## src/rtl/divider.sv

```systemverilog
// Iterative radix-2^B integer divider for DIV/DIVU/REM/REMU and their W forms.
// Sits beside the multiplier in EX and holds the stage via stall_o while it iterates.

package rei_pkg;
  localparam int XLEN = 32;

  typedef struct packed {
    logic is_div;
    logic is_rem;
    logic is_signed;
    logic is_word;
  } div_ctrl_s;
endpackage

module divider #(
  parameter int XLEN               = rei_pkg::XLEN,
  parameter int DIV_BITS_PER_CYCLE = 1
) (
  input  logic                clk_i,
  input  logic                rst_i,
  input  logic                valid_i,
  output logic                stall_o,
  input  rei_pkg::div_ctrl_s  div_ctrl_i,
  input  logic [XLEN-1:0]     src1_i,
  input  logic [XLEN-1:0]     src2_i,
  output logic [XLEN-1:0]     rslt_o
);

  localparam int N  = XLEN / DIV_BITS_PER_CYCLE;
  localparam int CW = $clog2(N + 1);

  if (!(XLEN == 32 || XLEN == 64) ||
      !(DIV_BITS_PER_CYCLE == 1 || DIV_BITS_PER_CYCLE == 2 || DIV_BITS_PER_CYCLE == 4) ||
      (XLEN % DIV_BITS_PER_CYCLE) != 0) begin : g_bad_param
    $fatal(1, "divider: illegal XLEN / DIV_BITS_PER_CYCLE combination");
  end

  typedef enum logic [1:0] {IDLE, BUSY, DONE} state_e;

  state_e state, state_next;

  logic            start;
  logic            word_op;
  logic [XLEN-1:0] ext_a, ext_b, mag_a, mag_b, min_val, special_res;
  logic            sign_a, sign_b, div_zero, overflow;

  logic [XLEN-1:0] quo, prem, dvs, result;
  logic            neg_quo, neg_rem, rem_sel, word_sel;
  logic [CW-1:0]   count;

  logic [XLEN-1:0] quo_next, rem_next, quo_fin, rem_fin, final_res;

  // Word results keep only the low half, sign-extended from bit 31.
  function automatic logic [XLEN-1:0] fit(input logic [XLEN-1:0] v, input logic w);
    return w ? XLEN'($signed(v[31:0])) : v;
  endfunction

  assign start   = valid_i && div_ctrl_i.is_div;
  assign word_op = (XLEN == 64) && div_ctrl_i.is_word;

  // Bring operands to the operating width, take magnitudes and spot the special cases.
  always_comb begin
    ext_a = src1_i;
    ext_b = src2_i;
    if (word_op) begin
      if (div_ctrl_i.is_signed) begin
        ext_a = XLEN'($signed(src1_i[31:0]));
        ext_b = XLEN'($signed(src2_i[31:0]));
      end else begin
        ext_a = XLEN'(src1_i[31:0]);
        ext_b = XLEN'(src2_i[31:0]);
      end
    end
    sign_a  = div_ctrl_i.is_signed && ext_a[XLEN-1];
    sign_b  = div_ctrl_i.is_signed && ext_b[XLEN-1];
    mag_a   = sign_a ? -ext_a : ext_a;
    mag_b   = sign_b ? -ext_b : ext_b;
    min_val = word_op ? XLEN'($signed(32'h8000_0000)) : {1'b1, {(XLEN-1){1'b0}}};
    div_zero = (ext_b == '0);
    overflow = div_ctrl_i.is_signed && (ext_a == min_val) && (ext_b == '1);
    if (div_zero)
      special_res = div_ctrl_i.is_rem ? fit(ext_a, word_op) : '1;
    else
      special_res = div_ctrl_i.is_rem ? '0 : fit(ext_a, word_op);
  end

  // One iteration of restoring division, retiring DIV_BITS_PER_CYCLE quotient bits.
  always_comb begin
    logic [XLEN:0] trial;
    quo_next = quo;
    rem_next = prem;
    for (int i = 0; i < DIV_BITS_PER_CYCLE; i++) begin
      trial    = {rem_next, quo_next[XLEN-1]};
      quo_next = {quo_next[XLEN-2:0], 1'b0};
      if (trial >= {1'b0, dvs}) begin
        trial       = trial - {1'b0, dvs};
        quo_next[0] = 1'b1;
      end
      rem_next = trial[XLEN-1:0];
    end
    quo_fin   = neg_quo ? -quo_next : quo_next;
    rem_fin   = neg_rem ? -rem_next : rem_next;
    final_res = fit(rem_sel ? rem_fin : quo_fin, word_sel);
  end

  // State register.
  always_ff @(posedge clk_i) begin
    if (rst_i) state <= IDLE;
    else       state <= state_next;
  end

  // Next-state: accept in IDLE, iterate or abort on flush in BUSY, present once in DONE.
  always_comb begin
    state_next = state;
    case (state)
      IDLE: if (start) state_next = (div_zero || overflow) ? DONE : BUSY;
      BUSY: begin
        if (!valid_i)         state_next = IDLE;
        else if (count == '0) state_next = DONE;
      end
      DONE:    state_next = IDLE;
      default: state_next = IDLE;
    endcase
  end

  // Outputs: stall while accepting or iterating, result only while in DONE.
  always_comb begin
    stall_o = 1'b0;
    rslt_o  = '0;
    case (state)
      IDLE:    stall_o = start;
      BUSY:    stall_o = 1'b1;
      DONE:    rslt_o  = result;
      default: ;
    endcase
  end

  // Datapath: capture operands on accept, iterate in BUSY, latch the signed-corrected result on the last step.
  always_ff @(posedge clk_i) begin
    if (rst_i) begin
      quo      <= '0;
      prem     <= '0;
      dvs      <= '0;
      result   <= '0;
      neg_quo  <= 1'b0;
      neg_rem  <= 1'b0;
      rem_sel  <= 1'b0;
      word_sel <= 1'b0;
      count    <= '0;
    end else begin
      case (state)
        IDLE: begin
          if (start) begin
            quo      <= mag_a;
            prem     <= '0;
            dvs      <= mag_b;
            neg_quo  <= sign_a ^ sign_b;
            neg_rem  <= sign_a;
            rem_sel  <= div_ctrl_i.is_rem;
            word_sel <= word_op;
            count    <= CW'(N - 1);
            if (div_zero || overflow) result <= special_res;
          end
        end
        BUSY: begin
          quo   <= quo_next;
          prem  <= rem_next;
          count <= count - 1'b1;
          if (count == '0) result <= final_res;
        end
        default: ;
      endcase
    end
  end

endmodule

```

## config.mk

```make
export PLATFORM = sky130hd
export DESIGN_NAME = divider
export DESIGN_NICKNAME = d
export VERILOG_FILES = /design/src/rtl/divider.sv
export SDC_FILE = /design/constraint.sdc
export NUM_CORES = 1
export LEC_CHECK = 0
export ABC_AREA = 1
export BUFFER_PORTS_ARGS = -buffer_cell sky130_fd_sc_hd__clkbuf_2
export CAP_MARGIN = 40
export CORE_MARGIN = 8
export CORE_UTILIZATION = 40
export DETAILED_ROUTE_END_ITERATION = 7
export RECOVER_POWER = 100
export SLEW_MARGIN = 20
export SYNTH_ARGS = -nofsm -noshare
export SYNTH_HDL_FRONTEND = slang
export SYNTH_SLANG_ARGS = --single-unit
```

## constraint.sdc

```tcl
create_clock -name clk_i -period 8.1 [get_ports clk_i]
set_input_delay 1.62 -clock clk_i [delete_from_list [all_inputs] [get_ports clk_i]]
set_output_delay 1.62 -clock clk_i [all_outputs]
set_load 0.005 [all_outputs]
```

After elaboration in Yosys (flattened, before gate mapping)
Index checks and enable logic that the tools add are counted.
Widths: inputs -> output; s select.

storage, ports and cells
  flip-flop bits (word level) = 139
  word-level logic and storage cells = 66
  output and inout port bits = 33
  input port bits = 71

cells by class
  add/sub/neg operators = 6
  reductions and logical operators = 14
  bitwise logic cells = 1
  muxes and demuxes = 27
  equality and inequality tests = 8
  order comparisons = 1

operators by type and width
  operator              number
  $mux 32               15
  $pmux 32 s2           3
  $neg 32->32           4
  $eq 32x32->1 const B  2
  $ge 33x32->1          1
  $logic_not 32->1      1
  $sub 32x32->32        1
  $pmux 6 s2            1
  $mux 2                4
  $logic_not 6->1       1
  $mux 6                1
  $ne 2x2->1 const B    3
  $reduce_and 2->1      3
  $sub 6x1->6 const B   1
  $logic_and 1x1->1     5
  $pmux 2 s2            1
  $reduce_and 4->1      1
  $ne 3x3->1 const B    1
  $eq 2x1->1 const B    1
  $eq 2x2->1 const B    1
  $logic_not 2->1       1
  $pmux 1 s2            1
  $reduce_bool 2->1     1
  $logic_or 1x1->1      1
  other kinds (2)       2

Logic depth before layout (Yosys ltp)
Gate-level depths: netlist of the first run.

  word-level depth = 7
  mapped depth = 30
  mapped depth without buffers = 29

Worst setup path after synthesis of the first run
Ideal clock, no wire load.

  kind = in2out
  from = in valid_i
  to = out stall_o
  stages = 5
  buffers on the path = 1
  path slack = 4.058 ns
  arrival time = 2.422 ns
  path through = nand2_1 nor3_1 clkbuf_1 nor2_1 inv_1

between the ends
  cells in the longest elaborated chain, start to end = 2

ends and longest elaborated chain
  item                RTL line  RTL
  start: declaration  21        input logic valid_i,
  $logic_and 1x1->1   58        assign start = valid_i && div_ctrl_i.is_div;
  $pmux 1 s2          130       case (state)
  end: declaration    22        output logic stall_o,

No other way between the ends.

Worst setup path after layout of the first run
  from = in src1_i[0]
  to = reg result[17]

between the ends
  cells in the longest elaborated chain, start to end = 6

ends and longest elaborated chain
  item                               RTL line  RTL
  start: declaration                 24        input logic [XLEN-1:0] src1_i,
  $eq 32x32->1                       80        overflow = div_ctrl_i.is_signed && (ext_a == min_val) && (ext_b == '1);
  $logic_and 1x1->1 (2 in series)    80
  $logic_or 1x1->1                   162       if (div_zero || overflow) result <= special_res;
  $ne 2x2->1 (no source line)        --
  $reduce_and 4->1 (no source line)  --
  end signal: assignment             162
  end signal: assignment             169       if (count == '0) result <= final_res;
  end: declaration                   47        logic [XLEN-1:0] quo, prem, dvs, result;

No other way between the ends.
A chain may end at the register's enable or synchronous reset.

==> impl_metrics.csv, run 1 <==
group,metric,value,unit
clocking,postCtsSetupBuffers,0,
global_route,globalRoute.totalOverflow,0,
clocking,clk_latency,440,ps
synthesis,synth_seq_cells,139,
routing,drtIter0Drc,1478,
sta,maxSlewViolCount,227,
routing,drt_first_pass_iters,6,
final_layout,fill_cells,3595,
final_layout,layout_common_cells,"nand2_1 (605), inv_1 (309), nor2_1 (218)",
routing,via_count,14700,
global_route,grt_pass1_vias,13200,
synthesis,synth_top_family_by_area,"simple AND/OR/NAND/NOR gates",
synthesis,ys_types,57,
die,core_area,0.0323,mm^2
placed_design,place.gp.congestion,0.936,
clocking,htree_levels,4,
sta,fin_crit_sh,0.719,
die,fp-row-count,66,
synthesis,synth_nets,2343,
synthesis,yosys.area_share.adder,0.0568,
critical_path,path_cells,"clkbuf_1 > inv_1 > ha_1 > inv_1 > nor3_1 > inv_1 > nor3_1 > nand2_1 > inv_1 > nand2_1 > nor4_1 > nand4_1 > nand3_1 > nand2_1 > clkbuf_1 > inv_1 > o21ai_0 > a21oi_1",
run_status,status,"finished, violations left",
placed_design,dpl_worst_slack,2700,ps
final_layout,final_layout_size_suffix_gt1_frac,0.104,
min_path,hp-class,"reg -> reg",
routing,drc,0,
final_layout,layout_commonest_cell,"nand2_1",
critical_path,crit_type,"in -> reg",
sta,fmax,0.172,GHz
clocking,clk_pin_slew,70,ps
job,cap_violations,6,
placed_design,port_buffers,102,
run_status,failed_checks,"capacitance limit, slew limit",
synthesis,synth_edf_count,0,
synthesis,synth_sequential_area_ratio,0.214,
critical_path,cp_top_family,"buffers and inverters",
global_route,antenna_found_initial,0,
synthesis,synth_xor_xnor_area_share,0.0290,
clocking,cts_buffer_depth,2,
critical_path,critPathLaunchType,"input port",
final_layout,multi_input_area,0.00858,mm^2
synthesis,synth_flop_cell,"dfxtp_1",
critical_path,required,8410,ps
clocking,hold_buffers,0,
die,dieArea,0.0385,mm^2
final_layout,final_nets,2391,
critical_path,max_stage_delay,1710,ps
global_route,grt_use_total,0.240,
sta,hold_viol_final,0,
die,ios,104,
synthesis,synthMuxAreaShare,0,
final_layout,seq_area,0.00278,mm^2
clocking,cts_resized,0,
synthesis,syn_inst,2232,
sta,skew,12.1,ps
sta,relSlewSlack,-0.613,
critical_path,arrival,6140,ps
synthesis,synth_compound_area_frac,0.172,
routing,finalWirelength,47500,um
die,die_h,196,um
die,initial_core_util,0.403,
routing,final_antenna_net_count,0,
final_layout,diodes,0,
global_route,grt_first_pass_wirelength,73700,um
critical_path,crit_top_cell,"inv_1",
critical_path,path_max_fanout,45,
clocking,cts.sinks,139,
sta,period_needed,5820,ps
critical_path,endpoint_kind,"flip-flop",
synthesis,synth-simple-area-share,0.404,
global_route,grt_max_degree,65,
routing,routedWlPerCell,17.4,um
synthesis,ys_async_sr_fraction,0,
sta,rsz0062_at_grt,"false",
critical_path,worstPathBufferInverterCount,7,
clocking,cts_made_buffers,17,
sta,fin_ws,2280,ps
sta,finalSetupTns,0,ps
critical_path,cp_slowest_cell,"clkbuf_1",
synthesis,yosys_warnings,0,
synthesis,netlist_area,0.0130,mm^2
die,die_w,196,um
clocking,clockRootBuffer,"clkbuf_16",
clocking,cts_tree,"built",
placed_design,dp_hpwl,36800,um
sta,setup_viol,0,
final_layout,syn_to_final_growth,9.97,%
routing,avgViaCountPerCell,5.36,
sta,worstMarginPinSlew,2420,ps
synthesis,syn_area_per_cell,5.82,um^2
worst register-to-register path: stages (launching register included):
cell,delay (ps)
dfxtp_1,420
inv_1,100
ha_1,350
nand2_1,170
nor2_1,110
nand3_1,100
nor2_1,40
nand2_1,90
nand2_2,70
nor2_4,570
nand2_8,380
clkinvlp_2,430
ha_1,230
inv_1,60
nor3_1,260
nand2_1,130
nor3_1,330
nand2_1,150
o21ai_1,180
inv_1,90
a21oi_1,240
o21ai_1,190
a21o_1,210
xor2_1,140
a21oi_1,320
nand2_1,90
nand2_1,80
a21oi_2,60
cells in the mapped netlist (2+ instances only):
cell type  count  area share
a21o_1         3      0.0017
nor3_1        31       0.012
maj3_1        23       0.018
o31ai_1        3      0.0017
nand3_2       12      0.0092
nand2_1      605        0.17
buf_6          6      0.0052
nor2_1       220       0.064
inv_1        309       0.089
o22ai_1        7      0.0034
nor2_2        13      0.0063
a21oi_2        9      0.0061
o211ai_1      13      0.0075
buf_2          3      0.0012
buf_1         11      0.0032
o21ai_1        9      0.0035
o21bai_1       6      0.0035
xor2_1        30       0.020
nor4_1        14      0.0067
a21oi_1      176       0.068
nand2_4        5      0.0043
clkbuf_1      68       0.020
or2_2         10      0.0048
o221ai_1       7      0.0047
nand4_1       32       0.015
nor2_4         9      0.0078
ha_1          39       0.038
o21ai_2        3      0.0020
xnor2_1       13      0.0088
a221oi_1       2      0.0013
a31oi_1       38       0.018
o21ai_0      120       0.046
a211oi_1       2      0.0012
nor3_2         6      0.0046
and2_1         2     0.00096
clkinv_1       4      0.0012
nand3b_1       9      0.0052
nand3_1      161       0.062
nand2_2       38       0.018
inv_2          6      0.0017
dfxtp_1      139        0.21
through the flow:
stage	hold slack, ps	std cells	utilization	cell area, um^2
floorplan	437	2232	-	13000
detailed placement	455	2703	0.428	13800
finish	462	2735	0.443	14300
global route	476	2735	0.443	14300
global placement	450	2700	0.427	13800
CTS	464	2735	0.445	14400
per-layer routing:
| metal | global-route usage | up-vias | share of wire |
|---|---|---|---|
| li1 | - | 7335 | - |
| met1 | 0.355 | 6721 | 0.48 |
| met2 | 0.362 | 576 | 0.43 |
| met3 | 0.0326 | 38 | 0.079 |
| met4 | 0.0550 | 0 | 0.014 |
| met5 | 0 | - | 0 |
registers in the layout (all words and copies together), names as in the netlist:
name,cells
dvs,32
rem_sel,1
neg_rem,1
result,32
neg_quo,1
quo,32
count,6
prem,32
state,2
worst paths after layout:
kind / startpoint / to / slack [ps] / cells after the start
hold / removal: neg_rem / neg_rem / 460 / 2
setup / recovery: src1_i[0] / result[17] / 2280 / 18
hold reg to reg: neg_rem / neg_rem / 460 / 2
setup reg to reg: dvs[25] / result[30] / 2360 / 27
layout make-up:
type	count	share of cell area
clock inverter	15	0.00937
timing repair buffer	120	0.0429
tap	442	0.0387
multi-input combinational	1682	0.601
sequential	139	0.195
inverter	320	0.0841
clock buffer	17	0.0298
cells by family (layout without fill, tap and decap cells):
group	Yosys count	count (layout)
buf+inv	411	472
flops	139	139
xor+xnor	43	43
simple gates	1174	1174
compound gates	402	402
fa+ha+maj	63	63
Power of run 1 is left out: the tool's default activity adds up to more than one toggle a clock period on the data nets, which glitch-free logic cannot reach.
==> run 2, diff against run 1 <==
==> constraint.sdc (replaced) <==
create_clock -name clk_i -period 5.6 [get_ports clk_i]
set_input_delay 1.12 -clock clk_i [delete_from_list [all_inputs] [get_ports clk_i]]
set_output_delay 1.12 -clock clk_i [all_outputs]
set_load 0.005 [all_outputs]
==> run 2 against run 1 <==
  * The run still ends with capacitance limit, slew limit left
  * Via count is 1.0% lower
  * Non-clock buffer count grew 1
  * Wire length is essentially flat
  * Critical endpoint is now result[18]
  * Highest routed layer unchanged
==> impl_metrics.csv, run 2 (synthesis results as in run 1) <==
group,metric,value,unit
run_status,status,"finished, violations left",
run_status,failed_checks,"capacitance limit, slew limit",
sta,skew,10.4,ps
die,dieArea,0.0385,mm^2
final_layout,syn_to_final_growth,10.3,%
critical_path,max_stage_delay,690,ps
clocking,htree_levels,4,
clocking,cts_tree,"built",
routing,final_antenna_net_count,0,
clocking,hold_buffers,0,
final_layout,layout_commonest_cell,"nand2_1",
critical_path,reg2regPathDepth,24,
critical_path,critical_path.startpoint,"dvs[7]",
global_route,grt_max_degree,78,
critical_path,r2r_end,"result[18]",
clocking,clk_pin_slew,70,ps
critical_path,r2r_start,"dvs[7]",
critical_path,endpoint_kind,"flip-flop",
sta,maxSlewViolCount,290,
sta,period_needed,4930,ps
sta,worstMarginPinSlew,3190,ps
global_route,grt_use_total,0.242,
routing,drc,0,
die,initial_core_util,0.403,
routing,drt_first_pass_iters,6,
critical_path,crit_type,"reg -> reg",
clocking,cts_made_buffers,17,
routing,routedWlPerCell,17.4,um
sta,fin_crit_sh,0.881,
clocking,cts_buffer_depth,2,
final_layout,fill_cells,3580,
routing,avgViaCountPerCell,5.31,
routing,finalWirelength,47500,um
sta,setup_viol,0,
placed_design,dp_hpwl,37000,um
sta,finalSetupTns,0,ps
critical_path,ff2ff_setup_slack,670,ps
placed_design,port_buffers,102,
final_layout,diodes,0,
critical_path,crit_top_cell,"nand2_1",
final_layout,seq_area,0.00278,mm^2
clocking,cts_resized,0,
min_path,hp-class,"reg -> reg",
clocking,clk_latency,440,ps
sta,rsz0062_at_grt,"false",
global_route,grt_pass1_vias,13300,
final_layout,multi_input_area,0.00859,mm^2
final_layout,final_nets,2392,
critical_path,cp_top_family,"simple AND/OR/NAND/NOR gates",
global_route,grt_first_pass_wirelength,73900,um
die,die_w,196,um
die,ios,104,
clocking,postCtsSetupBuffers,0,
critical_path,worstPathBufferInverterCount,4,
die,die_h,196,um
global_route,antenna_found_initial,0,
sta,hold_viol_final,0,
critical_path,arrival,5180,ps
critical_path,path_cells,"inv_1 > ha_1 > nand2_2 > inv_2 > a21oi_2 > nand3_1 > nand2_1 > nand2_4 > nand2_4 > nand2_8 > buf_4 > o21ai_0 > ha_1 > nand3_1 > nor2_4 > nand2_1 > inv_1 > nand3_1 > nand2_1 > nand2_1 > nand3_1 > o211ai_1 > nand2_1 > a21oi_1",
sta,fmax,0.203,GHz
critical_path,path_max_fanout,43,
final_layout,final_layout_size_suffix_gt1_frac,0.103,
die,fp-row-count,66,
placed_design,place.gp.congestion,0.954,
critical_path,critPathCapture,"result[18]",
critical_path,cp_num_cells,24,
die,core_area,0.0323,mm^2
clocking,cts.sinks,139,
critical_path,cp_slowest_cell,"o21ai_0",
global_route,globalRoute.totalOverflow,0,
sta,relSlewSlack,-1.12,
critical_path,required,5840,ps
critical_path,critPathLaunchType,"flip-flop",
final_layout,layout_common_cells,"nand2_1 (607), inv_1 (310), nor2_1 (219)",
placed_design,dp_cells,2703,
job,cap_violations,6,
routing,via_count,14500,
routing,drtIter0Drc,1639,
final_layout,stdcell_count,2736,
clocking,clockRootBuffer,"clkbuf_16",
-- run 2: layout make-up --
cell class,instances,share of cell area
Clock inverter,14,0.0113
Inverter,320,0.0839
Timing Repair Buffer,121,0.0428
Clock buffer,18,0.0306
Multi-Input combinational cell,1682,0.599
Sequential cell,139,0.194
Tap cell,442,0.0386
-- run 2: worst min-delay path by stage --
stage	start	end	slack, ps	cells after the start
global placement	neg_rem	neg_rem	450	2
global route	neg_rem	neg_rem	480	2
CTS	result[15]	result[15]	470	2
floorplan	count[5]	count[5]	440	1
detailed placement	result[15]	result[15]	460	2
finish	result[13]	result[13]	460	2
-- run 2: metal layers --
metal	up-vias	routed length, um	global-route usage
li1	7321	-	-
met1	6657	23100	0.351
met2	492	20100	0.361
met3	53	3430	0.0427
met4	0	959	0.0660
met5	-	0	0
-- run 2: tightest hold or removal path: stages, from the launching register on --
cell	delay, ps
dfxtp_1	310
nand2_1	60
a21oi_1	50
-- run 2: per-stage QoR --
stage | utilization | area [um^2] | setup slack, ps | hold slack (ps)
floorplan | - | 13000 | 1930 | 437
global placement | 0.427 | 13800 | 942 | 451
detailed placement | 0.427 | 13800 | 907 | 457
CTS | 0.446 | 14400 | 871 | 467
global route | 0.444 | 14300 | 224 | 483
finish | 0.444 | 14300 | 667 | 465
Power of run 2 is left out for the same reason.
==> run 3, diff against run 2 <==
--- a/config.mk
+++ b/config.mk
@@ -8,8 +8,8 @@
 export ABC_AREA = 1
 export BUFFER_PORTS_ARGS = -buffer_cell sky130_fd_sc_hd__clkbuf_2
 export CAP_MARGIN = 40
-export CORE_MARGIN = 8
-export CORE_UTILIZATION = 40
+export CORE_MARGIN = 2
+export CORE_UTILIZATION = 45
 export DETAILED_ROUTE_END_ITERATION = 7
 export RECOVER_POWER = 100
 export SLEW_MARGIN = 20
==> run 3 against run 2 <==
  * Wire length fell by 1.4%
  * Sequential share of layout area rose by 0.078 points
  * Via count rose by 0.30%
  * Die area fell by 21%
  * The flow still finishes with violations (capacitance limit, slew limit)
  * Critical path depth rose by 4
  * Register-to-register slack improved by 100 ps
  * Clock-buffer cell count did not move
  * Worst setup slack improved by 100 ps
==> impl_metrics.csv, run 3 (synthesis results as in run 1) <==
group,metric,value,unit
run_status,status,"finished, violations left",
run_status,failed_checks,"capacitance limit, slew limit",
critical_path,worstPathBufferInverterCount,6,
die,initial_core_util,0.455,
critical_path,cp_top_family,"simple AND/OR/NAND/NOR gates",
final_layout,final_layout_size_suffix_gt1_frac,0.113,
sta,setup_viol,0,
global_route,antenna_found_initial,0,
critical_path,crit_type,"reg -> reg",
sta,skew,9.14,ps
clocking,clk_pin_slew,70,ps
routing,via_count,14600,
min_path,holdCritStartpoint,"result[25]",
placed_design,dp_hpwl,36400,um
die,dieArea,0.0303,mm^2
placed_design,place.gp.congestion,0.970,
routing,final_antenna_net_count,0,
min_path,hp-class,"reg -> reg",
clocking,hold_buffers,0,
global_route,grt_pass1_vias,13000,
routing,drt_first_pass_iters,6,
clocking,cts_buffer_depth,2,
sta,rsz0062_at_grt,"false",
clocking,htree_levels,4,
sta,fmax,0.207,GHz
critical_path,critPathLaunchType,"flip-flop",
global_route,grt_max_degree,64,
routing,routedWlPerCell,17.5,um
job,cap_violations,3,
sta,fin_crit_sh,0.862,
clocking,cts_tree,"built",
clocking,cts_resized,0,
final_layout,fill_cells,3181,
clocking,cts.sinks,139,
clocking,clk_latency,430,ps
critical_path,required,5910,ps
critical_path,max_stage_delay,460,ps
die,die_w,174,um
final_layout,final_area,0.0143,mm^2
critical_path,crit_top_cell,"nand2_1",
critical_path,path_max_fanout,21,
routing,drtIter0Drc,1306,
die,fp-row-count,62,
critical_path,r2r_start,"dvs[15]",
final_layout,final_nets,2393,
critical_path,endpoint_kind,"flip-flop",
critical_path,cp_slowest_cell,"nand2_2",
sta,worstMarginPinSlew,3020,ps
sta,maxSlewViolCount,144,
sta,finalSetupTns,0,ps
critical_path,critical_path.startpoint,"dvs[15]",
final_layout,layout_commonest_cell,"nand2_1",
placed_design,port_buffers,102,
clocking,cts_made_buffers,17,
routing,avgViaCountPerCell,5.44,
clocking,clockRootBuffer,"clkbuf_16",
die,ios,104,
final_layout,diodes,0,
global_route,grt_use_total,0.308,
die,die_h,174,um
final_layout,layout_common_cells,"nand2_1 (605), inv_1 (309), nor2_1 (218)",
sta,hold_viol_final,0,
routing,drc,0,
critical_path,arrival,5140,ps
final_layout,syn_to_final_growth,9.89,%
global_route,grt_first_pass_wirelength,73100,um
sta,period_needed,4830,ps
die,core_area,0.0285,mm^2
global_route,globalRoute.totalOverflow,0,
clocking,postCtsSetupBuffers,0,
sta,relSlewSlack,-1.01,
placed_design,postPlaceCellArea,0.0138,mm^2
sta,holdWs,466,ps
routing,finalWirelength,46900,um
-- run 3: cell types whose count changed in the layout (fill, tap and decap cells not counted), sizes merged --
cell,change
inv,+3
bufinv,-2
buf,+1
clkinv,-1
-- run 3: metrics by stage --
stage / instances / util / setup slack [ps]
floorplan: 2232 / - / 1930
global placement: 2645 / 0.481 / 1070
detailed placement: 2647 / 0.483 / 1070
CTS: 2679 / 0.502 / 1040
global route: 2679 / 0.500 / 289
finish: 2679 / 0.500 / 771
-- run 3: per-layer routing --
layer  track usage  part of all wire  vias up
met4        0.0781             0.019        0
met1         0.464              0.49     6582
li1              -                 -     7339
met3        0.0647             0.087       50
met5             0                 0        -
met2         0.442              0.40      595
-- run 3: worst min-delay path, stage by stage, from the launching register on --
cell and delay [ps]:
dfxtp_1 310, nand2_1 60, a21oi_1 50
-- run 3: final timing paths --
kind                end  slack [ps]  cells after the start
max          result[30]         770                     28
min reg2reg  result[25]         470                      2
max reg2reg  result[30]         770                     28
min          result[25]         470                      2
-- run 3: area by class of cell --
class,count,area [um^2],share of cell area
tap,384,480,0.0336
clock inverter,14,128,0.00893
sequential,139,2780,0.195
clock buffer,18,439,0.0307
multi-input combinational,1682,8600,0.602
timing repair buffer,122,652,0.0456
inverter,320,1200,0.0843
Power of run 3 is left out for the same reason.
